===== src/rtl/arit_pkg.sv =====
// Shared arithmetic definitions: FSM state encoding and default operand width,
// common to the serial adder and the combinational subtractor.
package arit_pkg;

  // Default operand/result width in bits
  localparam int WIDTH_DEF = 5;

  // Serial adder control states
  typedef enum logic [1:0] {
    IDLE = 2'd0,
    SUMA = 2'd1,
    FIN  = 2'd2
  } state_t;

endpackage : arit_pkg


===== src/rtl/sumador_serial_if.sv =====
// Handshake and data bundle of the serial adder: start request and operands in,
// result, carry, busy and done pulse out.
interface sumador_serial_if #(
  parameter int WIDTH = arit_pkg::WIDTH_DEF
);

  logic             inicio;
  logic [WIDTH-1:0] sumando_a;
  logic [WIDTH-1:0] sumando_b;
  logic [WIDTH-1:0] suma;
  logic             Cout;
  logic             ocupado;
  logic             listo;

  // Requester side: issues operations and observes results
  modport master (
    output inicio, sumando_a, sumando_b,
    input  suma, Cout, ocupado, listo
  );

  // Adder side: accepts operations and produces results
  modport slave (
    input  inicio, sumando_a, sumando_b,
    output suma, Cout, ocupado, listo
  );

endinterface : sumador_serial_if


===== src/rtl/sum1b.sv =====
// One-bit full adder, the only arithmetic element of the serial datapath.
module sum1b (
  input  logic A,
  input  logic B,
  input  logic Ci,
  output logic Cout,
  output logic Sum
);

  logic w_p;

  assign w_p  = A ^ B;
  assign Sum  = w_p ^ Ci;
  assign Cout = (A & B) | (Ci & w_p);

endmodule : sum1b


===== src/rtl/sumador_serial.sv =====
// Bit-serial adder: one operand bit per clock through a single full adder,
// LSB first, with a registered result/carry presented once per operation.
module sumador_serial
  import arit_pkg::*;
#(
  parameter int WIDTH = WIDTH_DEF
) (
  input  logic             clk,
  input  logic             rst_n,
  sumador_serial_if.slave  bus
);

  // Counter is wide enough to hold WIDTH itself, not just WIDTH-1
  localparam int             CW   = $clog2(WIDTH) + 1;
  localparam logic [CW-1:0]  LAST = CW'(WIDTH - 1);

  state_t           r_state;
  logic [WIDTH-1:0] r_a;
  logic [WIDTH-1:0] r_b;
  logic [WIDTH-1:0] r_res;
  logic             r_carry;
  logic [CW-1:0]    r_cnt;
  logic [WIDTH-1:0] r_suma;
  logic             r_cout;
  logic             r_ocupado;
  logic             r_listo;

  logic             w_sum;
  logic             w_carry;
  logic [WIDTH-1:0] w_res_next;

  // Current bit pair plus the stored carry
  sum1b u_sum1b (
    .A    (r_a[0]),
    .B    (r_b[0]),
    .Ci   (r_carry),
    .Cout (w_carry),
    .Sum  (w_sum)
  );

  // New sum bit enters at the MSB so that after WIDTH steps bit 0 sits at the LSB
  assign w_res_next = {w_sum, r_res[WIDTH-1:1]};

  // Control FSM and serial datapath; all outputs come straight from registers
  always_ff @(posedge clk) begin
    if (!rst_n) begin
      r_state   <= IDLE;
      r_a       <= '0;
      r_b       <= '0;
      r_res     <= '0;
      r_carry   <= 1'b0;
      r_cnt     <= '0;
      r_suma    <= '0;
      r_cout    <= 1'b0;
      r_ocupado <= 1'b0;
      r_listo   <= 1'b0;
    end else begin
      r_listo <= 1'b0;
      case (r_state)
        IDLE: begin
          if (bus.inicio) begin
            r_a       <= bus.sumando_a;
            r_b       <= bus.sumando_b;
            r_carry   <= 1'b0;
            r_cnt     <= '0;
            r_ocupado <= 1'b1;
            r_state   <= SUMA;
          end
        end
        SUMA: begin
          r_res   <= w_res_next;
          r_a     <= r_a >> 1;
          r_b     <= r_b >> 1;
          r_carry <= w_carry;
          r_cnt   <= r_cnt + CW'(1);
          if (r_cnt == LAST) begin
            r_suma    <= w_res_next;
            r_cout    <= w_carry;
            r_ocupado <= 1'b0;
            r_listo   <= 1'b1;
            r_state   <= FIN;
          end
        end
        FIN: begin
          r_state <= IDLE;
        end
        default: begin
          r_state <= IDLE;
        end
      endcase
    end
  end

  assign bus.suma    = r_suma;
  assign bus.Cout    = r_cout;
  assign bus.ocupado = r_ocupado;
  assign bus.listo   = r_listo;

endmodule : sumador_serial


===== src/flat_wrapper.sv =====
// flat-port wrapper written by rule: the top's interface ports become plain ports
module sumador_serial_flat import arit_pkg::*;
#(
  parameter int WIDTH = WIDTH_DEF
)
  (clk, rst_n, bus_inicio, bus_sumando_a, bus_sumando_b, bus_suma, bus_Cout, bus_ocupado, bus_listo);
  sumador_serial_if #(.WIDTH(WIDTH)) bus_i ();
  input  logic clk;
  input  logic rst_n;
  input wire logic [$bits(bus_i.inicio)-1:0] bus_inicio;
  input wire logic [$bits(bus_i.sumando_a)-1:0] bus_sumando_a;
  input wire logic [$bits(bus_i.sumando_b)-1:0] bus_sumando_b;
  output wire logic [$bits(bus_i.suma)-1:0] bus_suma;
  output wire logic [$bits(bus_i.Cout)-1:0] bus_Cout;
  output wire logic [$bits(bus_i.ocupado)-1:0] bus_ocupado;
  output wire logic [$bits(bus_i.listo)-1:0] bus_listo;
  assign bus_i.inicio = bus_inicio;
  assign bus_i.sumando_a = bus_sumando_a;
  assign bus_i.sumando_b = bus_sumando_b;
  assign bus_suma = bus_i.suma;
  assign bus_Cout = bus_i.Cout;
  assign bus_ocupado = bus_i.ocupado;
  assign bus_listo = bus_i.listo;
  sumador_serial #(.WIDTH(WIDTH)) u_core (.clk(clk), .rst_n(rst_n), .bus(bus_i));
endmodule

===== config.mk =====
export PLATFORM = sky130hd
export DESIGN_NAME = sumador_serial_flat
export DESIGN_NICKNAME = d
export VERILOG_FILES = /design/src/rtl/arit_pkg.sv /design/src/rtl/sumador_serial_if.sv /design/src/rtl/sum1b.sv /design/src/rtl/sumador_serial.sv /design/src/flat_wrapper.sv
export SDC_FILE = /design/constraint.sdc
export NUM_CORES = 1
export LEC_CHECK = 0
export ABC_AREA = 1
export CORE_ASPECT_RATIO = 0.6
export CORE_UTILIZATION = 46
export CTS_CLUSTER_DIAMETER = 60
export DETAILED_ROUTE_END_ITERATION = 10
export PLACE_DENSITY = 0.7
export SKIP_CTS_REPAIR_TIMING = 1
export SLEW_MARGIN = 20
export SYNTH_ARGS = -nofsm -noshare
export SYNTH_HDL_FRONTEND = slang
export SYNTH_HIERARCHICAL = 1
export SYNTH_SLANG_ARGS = --single-unit

===== constraint.sdc =====
create_clock -name clk -period 1.16 [get_ports clk]
set_clock_uncertainty 0.15 [all_clocks]
set_input_delay 0.232 -clock clk [delete_from_list [all_inputs] [get_ports clk]]
set_output_delay 0.232 -clock clk [all_outputs]
set_load 0.1 [all_outputs]

==> results of run 1 <==
==> metal layers <==
metal  vias to the layer above  GRT usage (%)  routed length, um
met1                       549           27.4               1360
met2                        42           32.6               1490
met5                         -              0                  0
met3                         8           7.34                163
li1                        629              -                  -
met4                         0           7.35                 67
==> kinds of logic (layout without fill, tap and decap cells) <==
group	count (synthesis)	after routing	synth area share (%)
AND/OR/NAND/NOR	96	97	31.9
flip-flops	29	29	47.1
AO/OA/AOI/OAI	23	23	9.63
buffers and inverters	23	65	7.71
adder cells (fa/ha/maj)	3	3	3.65
==> synth_stat cells (2+ instances only) <==
cell type  count  area (um2)
a21oi_1        9        45.0
buf_2          4        20.0
dfxtp_1       29         581
ha_1           2        25.0
inv_1         14        52.6
inv_2          2        7.51
nand2_1       55         206
nand2_2        2        12.5
nand3_1        9        45.0
nor2_1        27         101
nor2_4         2        22.5
o21ai_0        4        20.0
o21ai_1        9        45.0
==> final cells by class <==
| cell class | count | area, um2 | share of cell area [%] |
|---|---|---|---|
| clock buffers | 6 | 72.6 | 3.70 |
| clock inverters | 2 | 10.0 | 0.511 |
| inverters | 17 | 66.3 | 3.38 |
| multi-input cells | 123 | 688 | 35.1 |
| flip-flops and latches | 29 | 599 | 30.6 |
| well taps | 32 | 40.0 | 2.04 |
| repair buffers | 40 | 484 | 24.7 |
==> stage by stage <==
step	util, %	power (W)
floorplan	-	0.00132
global placement	65.9	0.00143
detailed placement	65.9	0.00145
CTS	69.1	0.00223
global route	77.7	0.00243
finish	77.7	0.00231
==> registers in the layout, summed over array words and instances (netlist names) <==
signal and count:
u_core/r_carry 1, u_core/r_res 4, u_core/bus.listo 1, u_core/bus.ocupado 1, u_core/bus.Cout 1, u_core/r_a 5, u_core/r_cnt 4, u_core/r_state 2
u_core/r_b 5, u_core/bus.suma 5
==> placed cells by master, fill, tap and decap left out, types with 2 or more instances in the layout <==
cell type        instances
dfxtp_1                 16
a21oi_2                  4
clkdlybuf4s50_1         11
buf_4                   16
nand2_2                  6
nand3_1                  7
o21ai_0                  3
clkinv_2                 2
nor2_1                  25
nand2_1                 46
dfxtp_2                 12
nor2_2                   2
buf_12                   9
inv_2                    5
nor2_4                   3
a21oi_1                  5
clkbuf_16                2
clkbuf_8                 5
inv_1                   11
o21ai_1                 10
nand2_4                  5
==> worst max-delay path: cells and delay by family, from the launching register on <==
| family | cells | cell delay (ns) |
|---|---|---|
| fa+ha+maj | 1 | 0.14 |
| buf+inv | 1 | 0.07 |
| flops | 1 | 0.33 |
| simple gates | 6 | 0.62 |
==> how the worst max path moves through the flow <==
stage                                             from                         endpoint  cells past startpoint
after floorplan           u_core/r_cnt[0]$_SDFFE_PN0P_  u_core/bus.suma[1]$_SDFFE_PN0P_                      8
after global placement                           rst_n     u_core/r_cnt[1]$_SDFFE_PN0P_                      4
after detailed placement                         rst_n       u_core/r_a[4]$_SDFFE_PN0P_                      4
after CTS                 u_core/r_cnt[0]$_SDFFE_PN0P_  u_core/bus.suma[1]$_SDFFE_PN0P_                      8
after global routing      u_core/r_cnt[0]$_SDFFE_PN0P_  u_core/bus.suma[1]$_SDFFE_PN0P_                      8
final                     u_core/r_cnt[1]$_SDFFE_PN0P_  u_core/bus.suma[2]$_SDFFE_PN0P_                      8
==> power breakdown <==
group | switching, W | total [W] | internal [W]
registers | 0.0000408 | 0.00109 | 0.00105
clock network | 0.000362 | 0.000776 | 0.000414
logic | 0.000230 | 0.000438 | 0.000207
total | 0.000633 | 0.00231 | 0.00167
==> qor.yml, run 1 <==
cts:
  cts_tree: "built"
  h-tree-depth: 2
  clk_path_buf_depth: 2
  clock_sinks: 29
  root_buffer: "clkbuf_8"
  clk_latency_ns: 0.28
  clk_pin_slew_worst_paths_ns: 0.06
  numCtsBuffers: 5
grt:
  grt_max_degree: 24
  globalRouteOverflowTotal: 0
  grt_antenna_before_repair: 0
  grt_pass1_wl_um: 4390
  track_usage_pct: 21.2
  grt_pass1_vias: 1021
sta:
  period_share_pct: 119
  relSlewSlack_pct: 82.9
  tns_ns: -2.85
  postLayoutSetupSlackWorst_ns: -0.223
  tightest_slew_ns: 0.256
  hold_viol: 0
  fmax_ghz: 0.723
  min_period_ns: 1.38
  setup_viol: 36
  drv_slew: 0
  holdWs_ns: 0.214
  rsz0062_at_grt: "true"
setup_path:
  r2r_setup_slack_ns: -0.22
  start_kind: "register"
  r2r_start: "u_core/r_cnt[1]$_SDFFE_PN0P_"
  path_cells: "inv_2 -> ha_4 -> nand2_4 -> nor2_4 -> nand2_4 -> nor2_4 -> nand2_1 -> nand2_1"
  slowest_delay_ns: 0.33
  r2r_cells: 8
  worstReg2RegEnd: "u_core/bus.suma[2]$_SDFFE_PN0P_"
  endpoint_kind: "register"
  crit_type: "reg2reg"
  crit_fanout: 6
  worstPathRequired_ns: 1.23
  slowest_stage: "dfxtp_2"
  critPathArrivalTime_ns: 1.45
placed_design:
  place_inst: 233
  dp_hpwl_um: 1860
  pre_cts_slack_ns: -0.295
  placed_cell_area_mm2: 0.00166
  finalWeightedCongestion: 0.791
  io_buffers: 20
route:
  num_vias: 1228
  wirelength_um: 3080
  ant_nets: 0
  drc_errors: 0
  dr.pass1.iters: 5
  routedWlPerCell_um: 12.4
  via_per_inst: 4.93
  drt-initial-drc-count: 66
yosys:
  synthesis.area_mm2: 0.00123
  ys_seq_elements: 29
  avgSynthCellArea_um2: 7.09
  synth-async-reset-ratio_pct: 0
  ys.flop_type: "dfxtp_1"
  yosys_warnings: 6
  synth_fp_nets: 190
  synthCells: 174
  synth_seq_area_share_pct: 47.1
  netlist-cell-type-count: 19
  synth_edf_count: 0
layout:
  diodes: 0
  final_cells: 249
  fillerInstances: 161
  area_delta_synth_final_pct: 58.9
  final_nets: 232
  drive_gt1_share_pct: 36.4
  final_area_mm2: 0.00196
floorplan:
  dieArea_mm2: 0.00290
  row_count: 14
  die_w_um: 68.9
  io_pins: 21
  die-height_um: 42.1
  core_area_mm2: 0.00252
  start_util_pct: 48.9
pwr:
  peakVddDrop_v: 0.000936
  powerDensity_mw_per_mm2: 1180
  leakage_nw: 0.890
worst_hold_path:
  min_to: "u_core/bus.ocupado$_SDFFE_PN0P_"
  worstHoldStart: "bus_inicio"
  worstHoldPathType: "in2reg"
  whs_path_depth: 3
run_status:
  failed_checks: "negative setup slack"
  status: "finished, violations left"
job:
  cap_violations: 0
No activity file was read; power rests on OpenSTA's default activity.
==> run 2, diff against run 1 <==
Settings changed: ABC_AREA 1 to 0, SKIP_CTS_REPAIR_TIMING 1 to default.
==> run 2 against run 1 <==
Net effect:
- the flow still finishes with violations (negative setup slack)
- sequential cell count did not move
- first-iteration DRC count rose by 59%
- via count grew 4.6%
- register-to-register slack lost 0.10 ns
- synthesized cell count down 19%
- final cell count is 12% lower
- design area increased by 6.7%
- setup slack got worse by 0.10 ns
- critical endpoint is now u_core/bus.suma[1]$_SDFFE_PN0P_
- largest cell class unchanged
- largest power group unchanged
- highest routed layer unchanged
==> qor.yml, run 2 <==
run_status:
  status: "finished, violations left"  # unchanged
  failed_checks: "negative setup slack"  # unchanged
floorplan:
  row_count: 14  # unchanged
  die_w_um: 68.3  # was 68.9 um
  io_pins: 21  # unchanged
  dieArea_mm2: 0.00286  # was 0.00290 mm2
  core_area_mm2: 0.00250  # was 0.00252 mm2
  die-height_um: 41.8  # was 42.1 um
  start_util_pct: 48.5  # was 48.9%
layout:
  final_common_cell: "nand2_1"  # unchanged
  seqCellArea_um2: 603  # was 599 um2
  area_delta_synth_final_pct: 72.2  # was 58.9%
  final_cell_mix: "nand2_1 (28), buf_4 (16), a21oi_2 (15), dfxtp_1 (15), dfxtp_2 (12)"  # was nand2_1 (46), nor2_1 (25), buf_4 (16), dfxtp_1 (16), dfxtp_2 (12)
  fillerInstances: 138  # was 161
  multi_input_area_um2: 797  # was 688 um2
  final_nets: 202  # was 232
  drive_gt1_share_pct: 54.5  # was 36.4%
  diodes: 0  # unchanged
  final_cells: 219  # was 249
pwr:
  leakage_nw: 0.790  # was 0.890 nW
  peakVddDrop_v: 0.000943  # was 0.000936 V
  p_clk_share_pct: 36.2  # was 33.6%
  internal_power_w: 0.00174  # was 0.00167 W
  power_frac_comb_pct: 18.6  # was 19.0%
  p_sw_w: 0.000670  # was 0.000633 W
  sequentialPowerShare_pct: 45.2  # was 47.4%
  power_w: 0.00241  # was 0.00231 W
  swShare_pct: 27.8  # was 27.4%
  powerDensity_mw_per_mm2: 1150  # was 1180 mW/mm2
sta:
  hold_viol: 0  # unchanged
  postLayoutSetupSlackWorst_ns: -0.325  # was -0.223 ns
  period_share_pct: 128  # was 119%
  min_period_ns: 1.49  # was 1.38 ns
  tightest_slew_ns: 0.282  # was 0.256 ns
  relSlewSlack_pct: 81.2  # was 82.9%
  drv_slew: 0  # unchanged
  fmax_ghz: 0.673  # was 0.723 GHz
  setup_viol: 37  # was 36
  rsz0062_at_grt: "true"  # unchanged
yosys:
  synth-async-reset-ratio_pct: 0  # unchanged
  avgSynthCellArea_um2: 8.62  # was 7.09 um2
  synthesis.area_mm2: 0.00121  # was 0.00123 mm2
  yosys.area_share.simple_pct: 18.7  # was 31.9%
  synth_top_family_by_area: "compound AO/OA/AOI/OAI gates"  # was simple AND/OR/NAND/NOR gates
  synthMuxAreaShare_pct: 4.94  # was 0%
  synth_most_common_cell: "nand2_1"  # unchanged
  synth_xor_xnor_area_share_pct: 0  # unchanged
  synth-adder-area-share_pct: 3.71  # was 3.65%
  synth_fp_nets: 157  # was 190
  yosys.area.top_type: "dfxtp_1"  # unchanged
  synth_top_area_share_pct: 47.8  # was 47.1%
  synth_seq_area_share_pct: 47.8  # was 47.1%
  ys.flop_type: "dfxtp_1"  # unchanged
  synthCells: 141  # was 174
  synth_area_leaders: "dfxtp_1 (48%), nand2_1 (9.6%), a21oi_1 (7.8%)"  # was dfxtp_1 (47%), nand2_1 (17%), nor2_1 (8.2%)
  synth_edf_count: 0  # unchanged
  yosys_warnings: 6  # unchanged
  netlist-cell-type-count: 30  # was 19
  synth_compound_area_share_pct: 19.4  # was 9.63%
  ys_seq_elements: 29  # unchanged
  synth_common_cells: "nand2_1 (31), dfxtp_1 (29), a21oi_1 (19), o21ai_0 (10), mux2i_1 (6)"  # was nand2_1 (55), dfxtp_1 (29), nor2_1 (27), inv_1 (14)
route:
  routed.top_layer: "met4"  # unchanged
  via_per_inst: 5.86  # was 4.93
  num_vias: 1284  # was 1228
  route.met2.wl_um: 2010  # was 1490 um
  wirelength_um: 4360  # was 3080 um
  drc_errors: 0  # unchanged
  ant_nets: 0  # unchanged
  wl_met1_um: 1870  # was 1360 um
  dr.pass1.iters: 4  # was 5
  routedWlPerCell_um: 19.9  # was 12.4 um
  drt-initial-drc-count: 105  # was 66
  dr_wl_met3_um: 283  # was 163 um
cts:
  numCtsBuffers: 5  # unchanged
  clk_pin_slew_worst_paths_ns: 0.07  # was 0.06 ns
  clk_path_buf_depth: 2  # unchanged
  root_buffer: "clkbuf_8"  # unchanged
  clock_sinks: 29  # unchanged
  cts_tree: "built"  # unchanged
  clk_latency_ns: 0.28  # about the same
  h-tree-depth: 2  # unchanged
  hold_buffers: 0
placed_design:
  place_inst: 204  # was 233
  io_buffers: 20  # unchanged
  finalWeightedCongestion: 0.811  # was 0.791
  dp_hpwl_um: 2280  # was 1860 um
setup_path:
  endpoint_kind: "register"  # unchanged
  critPathArrivalTime_ns: 1.53  # was 1.45 ns
  worstPathRequired_ns: 1.20  # was 1.23 ns
  crit_type: "reg2reg"  # unchanged
  crit_fanout: 7  # was 6
  start_kind: "register"  # unchanged
grt:
  globalRouteOverflowTotal: 0  # unchanged
  grt_antenna_before_repair: 0  # unchanged
  grt_pass1_wl_um: 6200  # was 4390 um
  grt_max_degree: 13  # was 24
  track_usage_pct: 31.0  # was 21.2%
  grt_pass1_vias: 1290  # was 1021
job:
  cap_violations: 0  # unchanged
worst_hold_path:
  worstHoldPathType: "in2reg"  # unchanged
## run 2: kinds of logic after synthesis
kind of cell | Yosys count
muxes | 6
adders and majority gates | 3
buffers and inverters | 13
and+or+nand+nor | 50
AOI/OAI and AO/OA | 40
DFF | 29
## run 2: power by group through the flow
stage | clock, W | combinational (W) | sequential (W)
global placement | 0 | 0.000302 | 0.00110
floorplan | 0 | 0.000153 | 0.00111
finish | 0.000873 | 0.000449 | 0.00109
detailed placement | 0 | 0.000314 | 0.00110
global route | 0.000909 | 0.000472 | 0.00109
CTS | 0.000856 | 0.000395 | 0.00108
## run 2: final timing paths
| path | slack, ns | from | depth (start not counted) | to |
|---|---|---|---|---|
| min | 0.17 | rst_n | 3 | u_core/bus.suma[0]$_SDFFE_PN0P_ |
| max reg2reg | -0.33 | u_core/r_cnt[1]$_SDFFE_PN0P_ | 5 | u_core/bus.suma[1]$_SDFFE_PN0P_ |
| max | -0.33 | u_core/r_cnt[1]$_SDFFE_PN0P_ | 5 | u_core/bus.suma[1]$_SDFFE_PN0P_ |
| min reg2reg | 0.32 | u_core/r_res[1]$_SDFFE_PN0P_ | 2 | u_core/bus.suma[0]$_SDFFE_PN0P_ |
## run 2: metrics by stage
step	util (%)	setup WS (ns)	setup TNS (ns)	cell area (um2)	hold slack (ns)
CTS	80.1	-0.304	-3.61	2010	0.306
detailed placement	69.0	-0.485	-9.72	1730	0.296
global route	83.5	-0.389	-5.64	2090	0.180
floorplan	-	-0.177	-1.66	1290	0.205
finish	83.5	-0.325	-4.35	2090	0.169
global placement	69.0	-0.390	-8.71	1730	0.290
## run 2: timing repair
item | CTS | global route
setup endpoints to repair | 37 | 37
cloned | 2 | 0
pin swaps | 13 | 7
buffers inserted | 6 | 2
resized for setup | 49 | 22
## run 2: worst max-delay path, stage by stage, from the launching register on
cell and delay, ns:
dfxtp_2 0.34, inv_2 0.08, ha_4 0.13, nand4b_1 0.16, nor2_4 0.28, mux2i_1 0.25
## run 2: final cells by class
class / count / share of cell area (%)
Clock buffer: 8 / 4.31
Sequential cell: 29 / 28.8
Multi-Input combinational cell: 99 / 38.1
Inverter: 4 / 0.718
Timing Repair Buffer: 47 / 26.1
Tap cell: 32 / 1.91
## run 2: metal layers
layer | global-route usage (%) | vias up
met5 | 0 | -
met4 | 19.2 | 0
met3 | 9.07 | 23
met2 | 46.5 | 62
met1 | 38.7 | 627
li1 | - | 572
==> run 3, diff against run 2 <==
Settings changed: CORE_MARGIN from default to 1.5, SKIP_LAST_GASP from default to 1.
==> run 3 against run 2 <==
Net effect:
- the run still ends with negative setup slack left
- clock-buffer cell count decreased by 1
- design area shrank 0.24%
- routed wire length fell by 3.0%
- first-iteration DRC count rose by 15%
- sequential cell count did not move
==> qor.yml, run 3 (synthesized netlist as in run 2, its figures left out) <==
run_status:
  status: "finished, violations left"  # unchanged
  failed_checks: "negative setup slack"  # unchanged
setup_path:
  worstPathRequired_ns: 1.20  # about the same
  start_kind: "register"  # unchanged
  r2r_setup_slack_ns: -0.36  # was -0.33 ns
  critPathArrivalTime_ns: 1.56  # was 1.53 ns
  worstReg2RegEnd: "u_core/bus.suma[1]$_SDFFE_PN0P_"  # unchanged
  endpoint_kind: "register"  # unchanged
  startpoint: "u_core/r_cnt[1]$_SDFFE_PN0P_"  # unchanged
  endpoint: "u_core/bus.suma[1]$_SDFFE_PN0P_"  # unchanged
  r2r_start: "u_core/r_cnt[1]$_SDFFE_PN0P_"  # unchanged
  r2r_cells: 6  # was 5
  crit_fanout: 7  # unchanged
  crit_type: "reg2reg"  # unchanged
cts:
  clock_sinks: 29  # unchanged
  clk_latency_ns: 0.29  # was 0.28 ns
  clk_pin_slew_worst_paths_ns: 0.06  # was 0.07 ns
  cts_tree: "built"  # unchanged
  root_buffer: "clkbuf_8"  # unchanged
  h-tree-depth: 2  # unchanged
  clk_path_buf_depth: 2  # unchanged
  numCtsBuffers: 5  # unchanged
sta:
  postLayoutSetupSlackWorst_ns: -0.360  # was -0.325 ns
  hold_viol: 0  # unchanged
  setup_viol: 36  # was 37
  drv_slew: 0  # unchanged
  tightest_slew_ns: 0.280  # was 0.282 ns
  tns_ns: -4.85  # was -4.35 ns
  min_period_ns: 1.52  # was 1.49 ns
  period_share_pct: 131  # was 128%
  fmax_ghz: 0.658  # was 0.673 GHz
  rsz0062_at_grt: "true"  # unchanged
  relSlewSlack_pct: 81.3  # was 81.2%
pwr:
  sequentialPowerShare_pct: 45.6  # was 45.2%
  internal_power_w: 0.00173  # was 0.00174 W
  p_clk_share_pct: 36.0  # was 36.2%
  powerDensity_mw_per_mm2: 1140  # was 1150 mW/mm2
  power_frac_comb_pct: 18.4  # was 18.6%
  p_sw_w: 0.000656  # was 0.000670 W
  peakVddDrop_v: 0.000648  # was 0.000943 V
  swShare_pct: 27.5  # was 27.8%
  leakage_nw: 0.809  # was 0.790 nW
layout:
  drive_gt1_share_pct: 51.6  # was 54.5%
  final_common_cell: "nand2_1"  # unchanged
  final_cell_mix: "nand2_1 (26), dfxtp_1 (16), buf_4 (15)"  # was nand2_1 (28), buf_4 (16), a21oi_2 (15), dfxtp_1 (15), dfxtp_2 (12)
  area_delta_synth_final_pct: 71.8  # was 72.2%
  fillerInstances: 132  # was 138
  final_nets: 202  # unchanged
  final_area_mm2: 0.00209  # about the same
  diodes: 0  # unchanged
worst_hold_path:
  whs_path_depth: 2  # was 3
  worstHoldPathType: "reg2reg"  # was in2reg
route:
  ant_nets: 0  # unchanged
  routedWlPerCell_um: 19.4  # was 19.9 um
  drc_errors: 0  # unchanged
  drt-initial-drc-count: 121  # was 105
  wl_met1_um: 1750  # was 1870 um
  dr_wl_met3_um: 378  # was 283 um
  wirelength_um: 4230  # was 4360 um
  via_per_inst: 5.88  # was 5.86
  route.met2.wl_um: 2010  # about the same
  routed.top_layer: "met4"  # unchanged
  num_vias: 1281  # was 1284
  dr.pass1.iters: 4  # unchanged
floorplan:
  die_w_um: 69.3  # was 68.3 um
  io_pins: 21  # unchanged
  core_area_mm2: 0.00250  # unchanged
  die-height_um: 42.8  # was 41.8 um
  start_util_pct: 48.5  # unchanged
  dieArea_mm2: 0.00297  # was 0.00286 mm2
  row_count: 14  # unchanged
grt:
  grt_max_degree: 14  # was 13
  grt_pass1_wl_um: 5580  # was 6200 um
  track_usage_pct: 25.1  # was 31.0%
  grt_pass1_vias: 1204  # was 1290
  globalRouteOverflowTotal: 0  # unchanged
  grt_antenna_before_repair: 0  # unchanged
job:
  cap_violations: 0  # unchanged
placed_design:
  finalWeightedCongestion: 0.879  # was 0.811
  io_buffers: 20  # unchanged
  placed_cell_area_mm2: 0.00169  # was 0.00173 mm2
  dp_hpwl_um: 2050  # was 2280 um
run 3: changes by cell type in the layout (fill, tap and decap cells not counted), moves of 2 or more:
cell     change
nor2_1       -2
o21ai_1      +6
o21ai_4      -3
o21ai_2      -5
nand2_4      +2
nand2_1      -2
a21oi_2      -2
o21ai_0      +2
run 3: cell type report:
| type | count | area [um2] | share of cell area (%) |
|---|---|---|---|
| clock buffers | 7 | 86.3 | 4.14 |
| inverters | 4 | 15.0 | 0.719 |
| multi-input cells | 99 | 782 | 37.5 |
| flip-flops and latches | 29 | 602 | 28.8 |
| well taps | 32 | 40.0 | 1.92 |
| repair buffers | 47 | 562 | 26.9 |
run 3: repair_timing:
item                       in CTS  in global routing
hold buffers                    0                  0
setup endpoints to repair      37                 37
pin swaps                       9                 11
gates cloned                    2                  1
gates resized for setup        34                 28
buffers inserted                5                  2
run 3: power groups by stage:
stage	sequential, W	clock (W)	combinational [W]
after floorplan	0.00111	0	0.000153
final	0.00109	0.000858	0.000439
after global placement	0.00109	0	0.000296
after detailed placement	0.00110	0	0.000304
after CTS	0.00108	0.000848	0.000357
after global routing	0.00109	0.000911	0.000462
run 3: per-layer routing:
layer / global-route usage, % / up-vias
met2: 40.0 / 77
met1: 31.4 / 624
li1: - / 569
met5: 0 / -
met4: 8.63 / 0
met3: 9.74 / 11
run 3: worst min-delay path by stage:
| stage | from | end |
|---|---|---|
| floorplan | rst_n | u_core/r_cnt[0]$_SDFFE_PN0P_ |
| global route | u_core/bus.suma[3]$_SDFFE_PN0P_ | u_core/bus.suma[3]$_SDFFE_PN0P_ |
| CTS | u_core/r_res[1]$_SDFFE_PN0P_ | u_core/bus.suma[0]$_SDFFE_PN0P_ |
| finish | u_core/bus.suma[3]$_SDFFE_PN0P_ | u_core/bus.suma[3]$_SDFFE_PN0P_ |
| global placement | u_core/r_res[1]$_SDFFE_PN0P_ | u_core/bus.suma[0]$_SDFFE_PN0P_ |
| detailed placement | u_core/r_res[1]$_SDFFE_PN0P_ | u_core/bus.suma[0]$_SDFFE_PN0P_ |
run 3: critical path, stage by stage, from the launching register on:
cell      delay [ns]
dfxtp_2         0.33
inv_2           0.06
ha_4            0.12
nand4b_1        0.20
nor2_4          0.18
buf_12          0.14
mux2i_1         0.24
run 3: metrics by stage:
stage	std cells	utilization, %	total power, W	hold WS (ns)	worst slack [ns]
after floorplan	141	-	0.00127	0.205	-0.177
after global routing	218	83.3	0.00246	0.346	-0.384
after detailed placement	201	67.6	0.00140	0.294	-0.473
final	218	83.3	0.00238	0.329	-0.360
after CTS	215	77.5	0.00228	0.303	-0.225
after global placement	201	67.6	0.00139	0.291	-0.430
==> RTL edit 1: new RTL, config.mk and constraints of run 1 <==
The package constant `WIDTH_DEF` goes from 5 to 10.
--- a/src/rtl/arit_pkg.sv
+++ b/src/rtl/arit_pkg.sv
@@ -5,3 +5,3 @@
   // Default operand/result width in bits
-  localparam int WIDTH_DEF = 5;
+  localparam int WIDTH_DEF = 10;
 
Ports: changed (resized bus_suma, bus_sumando_a and bus_sumando_b); port bits go from 21 to 36. No check against the original RTL was run, so the function may have changed too.
==> RTL edit 1 against run 1 <==
The flow still finishes with violations (setup timing); power up 64%; via count up 64%; first-iteration DRC count up 68%; core utilization down 2.3 points; worst setup slack better by 28 ps; die area up 69%; area after synthesis up 72%; global-route usage down 0.54 points; wire length up 77%; sequential cell count up 21; non-clock buffer count up 29; sequential share of layout area up 1.5 points; cell area up 64%; count of clock-buffer cells in the layout unchanged; largest cell class unchanged; largest power group unchanged.
==> RTL edit 1: results (changes against run 1) <==
- Status: finished with violations
- Violated checks: setup timing
- Relative slew margins: 78.6% (-4.3 points)
- Largest net degree at the start of global routing: 31 (+29%)
- Smallest setup slack after layout: -195 ps (+27.8 ps)
- Met3 Routed Length: 382 um (+130%)
- Largest fanout of any net on the critical path: 7 (+1)
- Destination of the worst hold path: u_core/bus.suma[6]
- Share of the yosys chip area belonging to registers: 47.2% (+0.11 points)
- Synthesized net count: 320 (+68%)
- Clock input transition at the sequential cells of the worst setup and hold paths: 90 ps (+30 ps)
- Number of global-route vias before repair: 1671 (+64%)
- Post-place instance area: 2810 um^2 (+69%)
- Global routing usage summed across all routing layers: 20.7% (-0.54 points)
- Global-route wire length before repair: 7.50 mm (+71%)
- Share of flip-flops with an asynchronous set or reset: 0% (unchanged)
- Kind of path behind the tightest hold check: reg2reg
- Int Pwr: 2810 uW (+68%)
- Cells on Worst Hold Path: 2 (-1)
- Top cells by count, synth: 90 x nand2_1, 68 x nor2_1, 50 x dfxtp_1
- Routed wire length: 5.45 mm (+77%)
- Vias per cell: 4.83 (-2.0%)
- Worst hold path startpoint: u_core/r_res[7]
- Final net count: 383 (+65%)
- Setup slack at placement: -426 ps (-131 ps)
- Maximum vdd ir drop: 0.687 mV (-27%)
- Yosys cell types: 24 (+5)
- Worst-case hold slack: 310 ps (+96.3 ps)
- Port buffer count: 35 (+75%)
- Number of search-and-repair iterations in the first detailed-routing pass: 4 (-1)
- Number of DRC markers after the initial detailed-route iteration: 111 (+68%)
- Routability congestion estimate from global placement: 0.777 (-1.7%)
- Total of endpoints with negative setup slack in the final report: 62 (+72%)
- Length of routed met2 wiring: 2.33 mm (+57%)
- Ratio of cells with drive above 1 in the final layout: 31.4% (-5.0 points)
- Launch point of the worst reg-to-reg path: u_core/r_state[0]
- Capturing point of the worst reg2reg path: u_core/r_a[3]
RTL edit 1: changes by cell type in the layout (fill, tap and decap cells not counted), moves of 7 or more:
cell                    run 1  this run
clkdlybuf4s50_1            11        22
nor2_1                     25        63
o21ai_2                     0         7
buf_6                       1         8
dfxtp_1                    16        32
nand2_1                    46        82
RTL edit 1: worst max-delay path by stage:
stage	startpoint	endpoint	cells past startpoint
6_report	u_core/r_state[0]	u_core/r_a[3]	8
5_1_grt	u_core/r_state[0]	u_core/r_a[3]	8
4_1_cts	u_core/r_cnt[1]	u_core/bus.ocupado	8
3_5_place_dp	bus_inicio	u_core/r_cnt[2]	6
3_3_place_gp	rst_n	u_core/bus.suma[8]	5
2_1_floorplan	u_core/r_state[1]	u_core/r_a[0]	7
RTL edit 1: layout make-up:
class	count	area, um^2
clock buffers	6	82.6
clock inverters	1	30.0
fillers	305	1040
inverters	10	52.6
multi-input cells	220	1100
flip-flops and latches	50	1030
well taps	60	75.1
repair buffers	69	836
repair inverters	1	8.76
RTL edit 1: cells by family (layout without fill, tap and decap cells):
family / Yosys count / count (layout) / share of synthesized area (%)
buf+inv: 26 / 87 / 7.08
simple gates: 177 / 179 / 34.3
fa+ha+maj: 3 / 3 / 2.12
compound gates: 38 / 38 / 9.38
flops: 50 / 50 / 47.2
RTL edit 1: through the flow:
step	TNS [ps]	power (uW)	cells	utilization (%)
detailed placement	-19130	2420	397	66.0
global route	-10850	3930	417	75.5
global placement	-17790	2410	397	66.0
finish	-7760	3780	417	75.5
CTS	-6700	3660	404	68.7
floorplan	-1160	2220	294	-
RTL edit 1: worst min-delay path, delay by kind of cell, from the launching register on:
| kind | cells | cell delay [ps] |
|---|---|---|
| flip-flops | 1 | 330 |
| AND/OR/NAND/NOR | 2 | 100 |
RTL edit 1: per-layer routing:
metal,track usage [%],vias up
li1,-,1050
met1,29.3,901
met2,30.6,59
met3,4.98,6
met4,7.67,0
met5,0,-
RTL edit 1: power by group through the flow:
stage	logic, uW	clock network [uW]	registers, uW
floorplan	309	0	1910
global placement	505	0	1900
detailed placement	514	0	1910
CTS	519	1270	1870
global route	708	1330	1890
finish	647	1260	1880
==> RTL edit 2: new RTL, flow settings as in run 1 <==
Without the edit above. Encoding of `state_t`: now one-hot (3 bits for 3 states).
--- a/src/rtl/arit_pkg.sv
+++ b/src/rtl/arit_pkg.sv
@@ -8,6 +8,6 @@
   // Serial adder control states
-  typedef enum logic [1:0] {
-    IDLE = 2'd0,
-    SUMA = 2'd1,
-    FIN  = 2'd2
+  typedef enum logic [2:0] {
+    IDLE = 3'b001,
+    SUMA = 3'b010,
+    FIN  = 3'b100
   } state_t;
Check against the original RTL: no difference found for any inputs over 10 cycles, from zero or initial values and one cycle with rst_n low; not proved beyond that.
==> RTL edit 2 against run 1 <==
The run still ends with setup timing left; area after synthesis is 17% higher; combinational power is 6.6% higher; first-iteration DRC count up 130%; power is 6.8% higher; critical path depth decreased by 2; sequential cell count increased by 1; wire length is 51% higher; clock power grew 13%; cell area up 19%; worst setup slack gained 44 ps; synthesized cell count grew 11%; sequential share of layout area decreased by 3.7 points; largest power group unchanged; hold slack improved by 110 ps.
==> RTL edit 2: results (changes against run 1) <==
- Status: finished with violations
- Violated checks: setup timing
- TritonCTS buffer count: 5 (unchanged)
- Complex-gate fraction of the synthesized area: 6.58% (-3.1 points)
- Clock network power: 877 uW (+13%)
- Cell leakage power: 0.00107 uW (+20%)
- Number of search-and-repair iterations in the first detailed-routing pass: 4 (-1)
- Ratio of cells with drive above 1 in the final layout: 43.4% (+7.0 points)
- Routed wire length: 4.66 mm (+51%)
- Total net switching power: 711 uW (+12%)
- Routability congestion estimate from global placement: 0.750 (-5.1%)
- Final net count: 259 (+12%)
- Share of the synthesized netlist area taken by xor and xnor gates: 0% (unchanged)
- Total of endpoints with negative setup slack in the final report: 38 (+5.6%)
- Multiplexer share of the synthesized area: 0% (unchanged)
- Worst Max-Slew Pin Slew: 356 ps (+100 ps)
- Library cell used as clock root buffer: clkbuf_8
- Yosys cell types: 22 (+3)
- Inserted Diodes: 0 (unchanged)
- Setup TNS: -3790 ps (-939 ps)
- Area contributors post-synth: dfxtp_1 42%, nand2_1 12%, nor2_1 7.5%
- Share of flip-flops with an asynchronous set or reset: 0% (unchanged)
- Synthesized net count: 210 (+11%)
- Total via count after detailed routing: 1529 (+25%)
- Avg Cell Area, Syn: 7.45 um^2 (+5.1%)
- Adder-cell area share of the yosys netlist: 3.12% (-0.53 points)
- Max H-tree Level: 2 (unchanged)
- HPWL after detailed placement: 2.39 mm (+29%)
- Share of power burned in registers: 45.5% (-1.9 points)
- Number of DRC markers after the initial detailed-route iteration: 153 (+130%)
- Global-route wire length before repair: 5.38 mm (+23%)
- Largest net degree at the start of global routing: 23 (-4.2%)
- Largest fanout of any net on the critical path: 8 (+2)
- Top cells by count, synth: 47 x nand2_1, 30 x dfxtp_1, 29 x nor2_1
- Post-place instance area: 1920 um^2 (+15%)
- Global routing usage summed across all routing layers: 21.7% (+0.45 points)
- Slowest Stage Delay on Critical Path: 420 ps (+90 ps)
- Smallest setup slack after layout: -179 ps (+43.9 ps)
- Maximum vdd ir drop: 0.848 mV (-9.4%)
- Kind of path behind the tightest hold check: reg2reg
- Setup slack at placement: -472 ps (-177 ps)
- Crit path arrival time: 1350 ps (-100 ps)
- Share of the yosys chip area belonging to registers: 41.6% (-5.5 points)
- Slowest-stage cell, CP: dfxtp_4
- Number of warnings reported in the yosys synthesis log: 6 (unchanged)
- Int Pwr: 1750 uW (+4.7%)
- Number of global-route vias before repair: 1214 (+19%)
- Number of standard cells in the final layout excluding fillers: 286 (+15%)
==> RTL edit 2: layer usage <==
layer  vias to the layer above  global-route usage, %  wire length (um)
met5                         -                      0                 0
met4                         0                   7.55               157
met3                        18                   5.53               245
met2                        63                   34.4              2290
met1                       722                   29.0              1970
li1                        726                      -                 -
==> RTL edit 2: worst paths after layout <==
check / from / endpoint / slack, ps / depth (start not counted)
max: u_core/r_state[1] / u_core/r_a[0] / -180 / 6
min: u_core/r_res[2] / u_core/bus.suma[1] / 320 / 2
max reg2reg: u_core/r_state[1] / u_core/r_a[0] / -180 / 6
min reg2reg: u_core/r_res[2] / u_core/bus.suma[1] / 320 / 2
==> RTL edit 2: final cells by class <==
type                       count  area (um^2)
multi-input combinational    134          880
sequential                    30          626
fill                         183          599
timing repair buffer          49          578
inverter                      23          101
clock buffer                   7         86.3
tap                           42         52.6
clock inverter                 1         5.00
==> RTL edit 2: worst min-delay path, stage by stage, from the launching register on <==
cell and delay, ps:
dfxtp_1 310, inv_1 70, o21ai_1 50
